File: config.mk
export PLATFORM = sky130hd
export DESIGN_NAME = servo_pwm_capture
export DESIGN_NICKNAME = d
export VERILOG_FILES = /design/src/rtl/servo_pwm_capture.sv
export SDC_FILE = /design/constraint.sdc
export NUM_CORES = 1
export LEC_CHECK = 0
export CAP_MARGIN = 5
export CORE_UTILIZATION = 65
export DETAILED_ROUTE_END_ITERATION = 8
export HOLD_SLACK_MARGIN = 0.05
export PLACE_DENSITY = 0.85
export SYNTH_ARGS = -nofsm -noshare
export SYNTH_HDL_FRONTEND = slang
export SYNTH_SLANG_ARGS = --single-unit
File: constraint.sdc
create_clock -name clk -period 3.6 [get_ports clk]
set_input_delay 0.54 -clock clk [delete_from_list [all_inputs] [get_ports clk]]
set_output_delay 0.54 -clock clk [all_outputs]
set_load 0.01 [all_outputs]
File: src/rtl/servo_pwm_capture.sv
// Servo PWM receiver: measures the high time of an asynchronous pulse train and
// decodes the generator's position encoding, flagging malformed pulses and signal loss.
module servo_pwm_capture #(
   parameter int OFFSET    = 165,
   parameter int MIN_WIDTH = 42240,
   parameter int MAX_WIDTH = 107775,
   parameter int TIMEOUT   = 1500000,
   parameter int CNT_W     = 21
) (
   input  logic       clk,
   input  logic       rst,
   input  logic       pwm_in,
   output logic [7:0] position,
   output logic       pos_valid,
   output logic       pulse_err,
   output logic       signal_lost
);

   typedef enum logic [1:0] {
      ARM,
      WAIT_RISE,
      HIGH
   } state_t;

   localparam logic [CNT_W-1:0] MIN_C     = CNT_W'(MIN_WIDTH);
   localparam logic [CNT_W-1:0] MAX_C     = CNT_W'(MAX_WIDTH);
   localparam logic [CNT_W-1:0] TIMEOUT_C = CNT_W'(TIMEOUT);
   localparam logic [CNT_W-1:0] OFFSET_C  = CNT_W'(OFFSET);
   localparam logic [CNT_W-1:0] ONE_C     = CNT_W'(1);

   state_t           state;
   logic             s1, s2, s3;
   logic [1:0]       fill;
   logic [CNT_W-1:0] width_cnt;
   logic [CNT_W-1:0] period_cnt;
   logic [CNT_W-1:0] period_next;
   logic [7:0]       pos_calc;
   logic             rise, fall, primed, in_range;

   // The reset value of s2 is not a real sample of the pin, so ARM only trusts
   // s2 once two clocks have pushed genuine samples through the synchronizer.
   // NOTE: every flop uses non-blocking assignment so all state updates see the
   // values from before the edge, independent of statement order.
   always_ff @(posedge clk or posedge rst) begin
      if (rst) begin
         s1   <= 1'b0;
         s2   <= 1'b0;
         s3   <= 1'b0;
         fill <= 2'b00;
      end else begin
         s1   <= pwm_in;
         s2   <= s1;
         s3   <= s2;
         fill <= {fill[0], 1'b1};
      end
   end

   assign rise     = s2 & ~s3;
   assign fall     = ~s2 & s3;
   assign primed   = fill[1];
   assign in_range = (width_cnt >= MIN_C) && (width_cnt <= MAX_C);
   assign pos_calc = 8'((width_cnt >> 8) - OFFSET_C);

   // NOTE: assign a default before any branch so the combinational block can
   // never hold a value and infer a latch.
   always_comb begin
      period_next = period_cnt;
      if (rise) begin
         period_next = '0;
      end else if (period_cnt != TIMEOUT_C) begin
         period_next = period_cnt + ONE_C;
      end
   end

   always_ff @(posedge clk or posedge rst) begin
      if (rst) begin
         state       <= ARM;
         width_cnt   <= '0;
         period_cnt  <= '0;
         position    <= 8'd0;
         pos_valid   <= 1'b0;
         pulse_err   <= 1'b0;
         signal_lost <= 1'b1;
      end else begin
         pos_valid  <= 1'b0;
         pulse_err  <= 1'b0;
         period_cnt <= period_next;

         // An accepted pulse later in this block overrides a same-cycle expiry.
         if (period_next == TIMEOUT_C) begin
            signal_lost <= 1'b1;
         end

         case (state)
            ARM: begin
               if (primed && !s2) begin
                  state <= WAIT_RISE;
               end
            end

            WAIT_RISE: begin
               if (rise) begin
                  width_cnt <= ONE_C;
                  state     <= HIGH;
               end
            end

            HIGH: begin
               if (s2) begin
                  if (width_cnt >= MAX_C) begin
                     width_cnt <= MAX_C + ONE_C;
                     pulse_err <= 1'b1;
                     state     <= ARM;
                  end else begin
                     width_cnt <= width_cnt + ONE_C;
                  end
               end else if (fall) begin
                  if (in_range) begin
                     position    <= pos_calc;
                     pos_valid   <= 1'b1;
                     signal_lost <= 1'b0;
                  end else begin
                     pulse_err <= 1'b1;
                  end
                  state <= WAIT_RISE;
               end
            end

            default: state <= ARM;
         endcase
      end
   end

endmodule

==> metrics.md <==
| Metric | Value |
|---|---|
| Mapped cell area | 3360 um^2 |
| Area Growth Syn to Fin | 10.7% |
| Pwr dens | 428 nW/um^2 |
| Placer Congestion | 0.874 |
| Max rail drop VDD | 0.000340 V |
| Endpoint class of the critical path | flop |
| Hold buffers post-CTS | 0 |
| Via-per-instance ratio | 6.16 |
| CTS Buf Count | 9 |
| Max incr delay on CP | 0.51 ns |
| Ant. Diodes | 0 |
| Ratio of cells with drive above 1 in the final layout | 7.57% |
| Die area | 5450 um^2 |
| Syn_nets | 381 |
| Hold Violations, Final | 0 |
| Critical-path top delay cell | nor3_4 |
| Highest Signal Layer | met4 |
| Hold Crit Class | reg -> reg |
| Crit Path Max Fanout | 10 |
| H-tree levels | 3 |
| Clock Path Buffers | 2 |
| Wire length on met1 | 3480 um |
| GR Overflow Total | 0 |
| Netlist cell types | 49 |
| Status | finished clean |
| Die width | 73.9 um |
| Largest net degree at the start of global routing | 39 |
| Leak | 1.59 nW |
| F_max | 0.401 GHz |
| Post-route insts no fill | 450 |
| Crit Path Category | reg -> reg |
| Via Count | 2771 |
| Ports | 14 |
| Async set-reset flop share out of synthesis | 100% |
| DR iter-0 viols | 324 |
| Port Buffers | 13 |
| Number of global-route vias before repair | 2536 |
| Period utilisation layout | 69.3% |
| 1st-pass router iterations | 5 |
| Routed WL per cell | 16.9 um |
| Sequential fraction of the synthesis area | 44.8% |
| Rows | 25 |
| Cell mode on critical path | nor2_1 |
| Post-Route WL | 7630 um |
| Die Y | 73.9 um |
| Synth warnings | 0 |
| CP Cell Sequence | ha_1 > nand3_1 > nor2_1 > nor4b_4 > nor2_1 > nor3_4 > mux2_2 |
| GRT Total Usage | 31.4% |
| CTS tree | yes |
| Multi-input gate area | 1730 um^2 |
| Detailed-route DRC error count | 0 |
| Synth Register Bits | 60 |
| Initial antenna violation count | 0 |
| Metal2 WL | 3550 um |
| Initial Util | 69.2% |
| Final WS setup | 1.11 ns |
| Num Clock Sinks | 60 |
| Pins Over Slew Limit | 0 |
| Number of synthesized flops with an enable pin | 0 |
| Most used DFF post-synth | dfrtp_1 |
| Final setup violation count | 0 |
| Min Clock Period, post-route | 2.49 ns |
| RSZ-0062 raised after global routing | false |
| Setup TNS | 0 ns |
| Clock slew at reported path FFs | 0.06 ns |
| Core Region | 4850 um^2 |
| Dpl hpwl | 5350 um |
| Min Hold Slack | 0.350 ns |
| Placed cell count | 434 |
| Post-CTS Setup Inserts | 0 |
| Worst Tran Pin Value | 0.614 ns |
| Startpoint types | flop |
| Setup Slack @ Placement | 1.15 ns |
| Antenna Nets Post-Route | 0 |
| First-pass GRT wire length | 12400 um |
| Max_cap viols | 0 |
| Arr. time, crit path | 2.73 ns |
| Clock root cell | clkbuf_8 |
| Worst path top cell family by delay | simple AND/OR/NAND/NOR gates |
| Clock Latency Late Sink | 0.35 ns |
| Cells after Synth | 370 |
| Relative max-transition margin | 58.7% |
| Worst path required time | 3.83 ns |
| Avg Synthesized Cell Area | 9.07 um^2 |
| Routed wl met3 | 472 um |
| Fillers | 363 |
| Cts repair resizes | 0 |
| Clk_skew | 0.00992 ns |
| Worst path bufs/invs | 0 |
| Nets@finish | 389 |
| Sequential Area | 1500 um^2 |
-- cell usage in the layout, fill, tap and decap left out, types with 2 or more instances in the layout --
cell             Yosys  routed
inv_1               14      13
nor2_1              51      51
ha_1                 8       8
mux2i_1              3       3
nor2b_1              7       7
a21oi_1             16      16
nor3_1              13      13
clkbuf_8             0      11
nand4_1             13      13
and3_1               9       9
clkbuf_1            16       3
a31oi_1              5       5
clkdlybuf4s50_1      0      13
nand2_1             28      28
xnor2_1             17      17
nor4_1               7       7
o31ai_1              2       2
dfrtp_1             59      59
or3_1                3       3
xor2_1              20      20
buf_4                0       3
nand2b_1             5       5
o21ai_0             19      19
nand3_1             17      17
nand3b_1             2       2
mux2_2               5       5
o2bb2ai_1            2       2
nor3b_1              3       3
mux2_1               3       3
-- report_power, final --
part           leakage (nW)  switching, mW  internal, mW
registers             0.811         0.0574         0.714
logic                 0.674          0.130        0.0748
clock network         0.101          0.257         0.357
total                  1.59          0.445          1.15
-- path summary, 6_finish.rpt --
check / slack [ns] / startpoint / cells past startpoint / endpoint
worst min register to register: 0.35 / fill[0] / 0 / fill[1]
worst max-delay path: 1.11 / width_cnt[0] / 7 / position[3]
worst min-delay path: 0.35 / fill[0] / 0 / fill[1]
min in group asynchronous: 0.53 / rst / 2 / width_cnt[8]
max in group asynchronous: 2.20 / rst / 3 / signal_lost
worst max register to register: 1.11 / width_cnt[0] / 7 / position[3]
-- worst reg2reg max path: stages, from the launching register on --
cell and delay [ns]:
dfrtp_1 0.40, ha_1 0.25, nand3_1 0.10, nor2_1 0.30, nor4b_4 0.31, nor2_1 0.12, nor3_4 0.51, mux2_2 0.40
-- sequential cells by signal, summed over array words and instances, names as in the netlist --
| signal | count |
|---|---|
| s1 | 1 |
| width_cnt | 21 |
| s3 | 1 |
| pulse_err | 1 |
| pos_valid | 1 |
| fill | 2 |
| state | 2 |
| s2 | 1 |
| signal_lost | 1 |
| position | 8 |
| period_cnt | 21 |
-- cell type report --
| cell class | count | area share [%] |
|---|---|---|
| clock inverters | 2 | 0.943 |
| well taps | 67 | 2.26 |
| flip-flops and latches | 60 | 40.4 |
| clock buffers | 14 | 4.38 |
| repair buffers | 16 | 4.11 |
| inverters | 14 | 1.41 |
| multi-input cells | 277 | 46.5 |
-- Yosys cell counts, types with 2 or more instances --
cell type,number,share of area [%]
clkbuf_1,16,1.8
xor2_1,20,5.2
nor2b_1,7,1.3
mux2_2,5,1.7
a31oi_1,5,0.93
nand2b_1,5,0.93
a21oi_1,16,2.4
nor3b_1,3,0.67
nand2_1,28,3.1
inv_1,14,1.6
ha_1,8,3.0
xnor2_1,17,4.4
mux2i_1,3,0.89
nor4_1,7,1.3
o2bb2ai_1,2,0.52
nand3b_1,2,0.45
mux2_1,3,1.0
dfrtp_1,59,44
or3_1,3,0.56
nand3_1,17,2.5
nor3_1,13,1.9
nand4_1,13,2.4
and3_1,9,1.7
o31ai_1,2,0.45
o21ai_0,19,2.8
nor2_1,51,5.7
-- cells by family after synthesis --
group                      after synthesis  synth area share, %
adders and majority gates                8                 2.98
xor gates and xnor gates                37                 9.66
DFF                                     60                 44.8
and+or+nand+nor                        168                 25.9
AOI/OAI and AO/OA                       52                 9.25
buffers and inverters                   33                 3.77
other                                    1                0.112
muxes                                   11                 3.58
-- routing by layer --
metal | track usage, % | up-vias
met4 | 12.0 | 0
met2 | 46.8 | 112
met5 | 0 | -
li1 | - | 1293
met1 | 44.6 | 1351
met3 | 7.27 | 15
-- stage by stage --
| stage | cell area (um^2) | utilization [%] | power (mW) |
|---|---|---|---|
| 2_1_floorplan | 3360 | - | 0.921 |
| 3_3_place_gp | 3520 | 72.6 | 0.969 |
| 3_5_place_dp | 3520 | 72.6 | 0.981 |
| 6_report | 3720 | 76.6 | 1.59 |
| 4_1_cts | 3720 | 76.6 | 1.59 |
| 5_1_grt | 3720 | 76.6 | 1.67 |
Power figures use the tool's default switching activity.
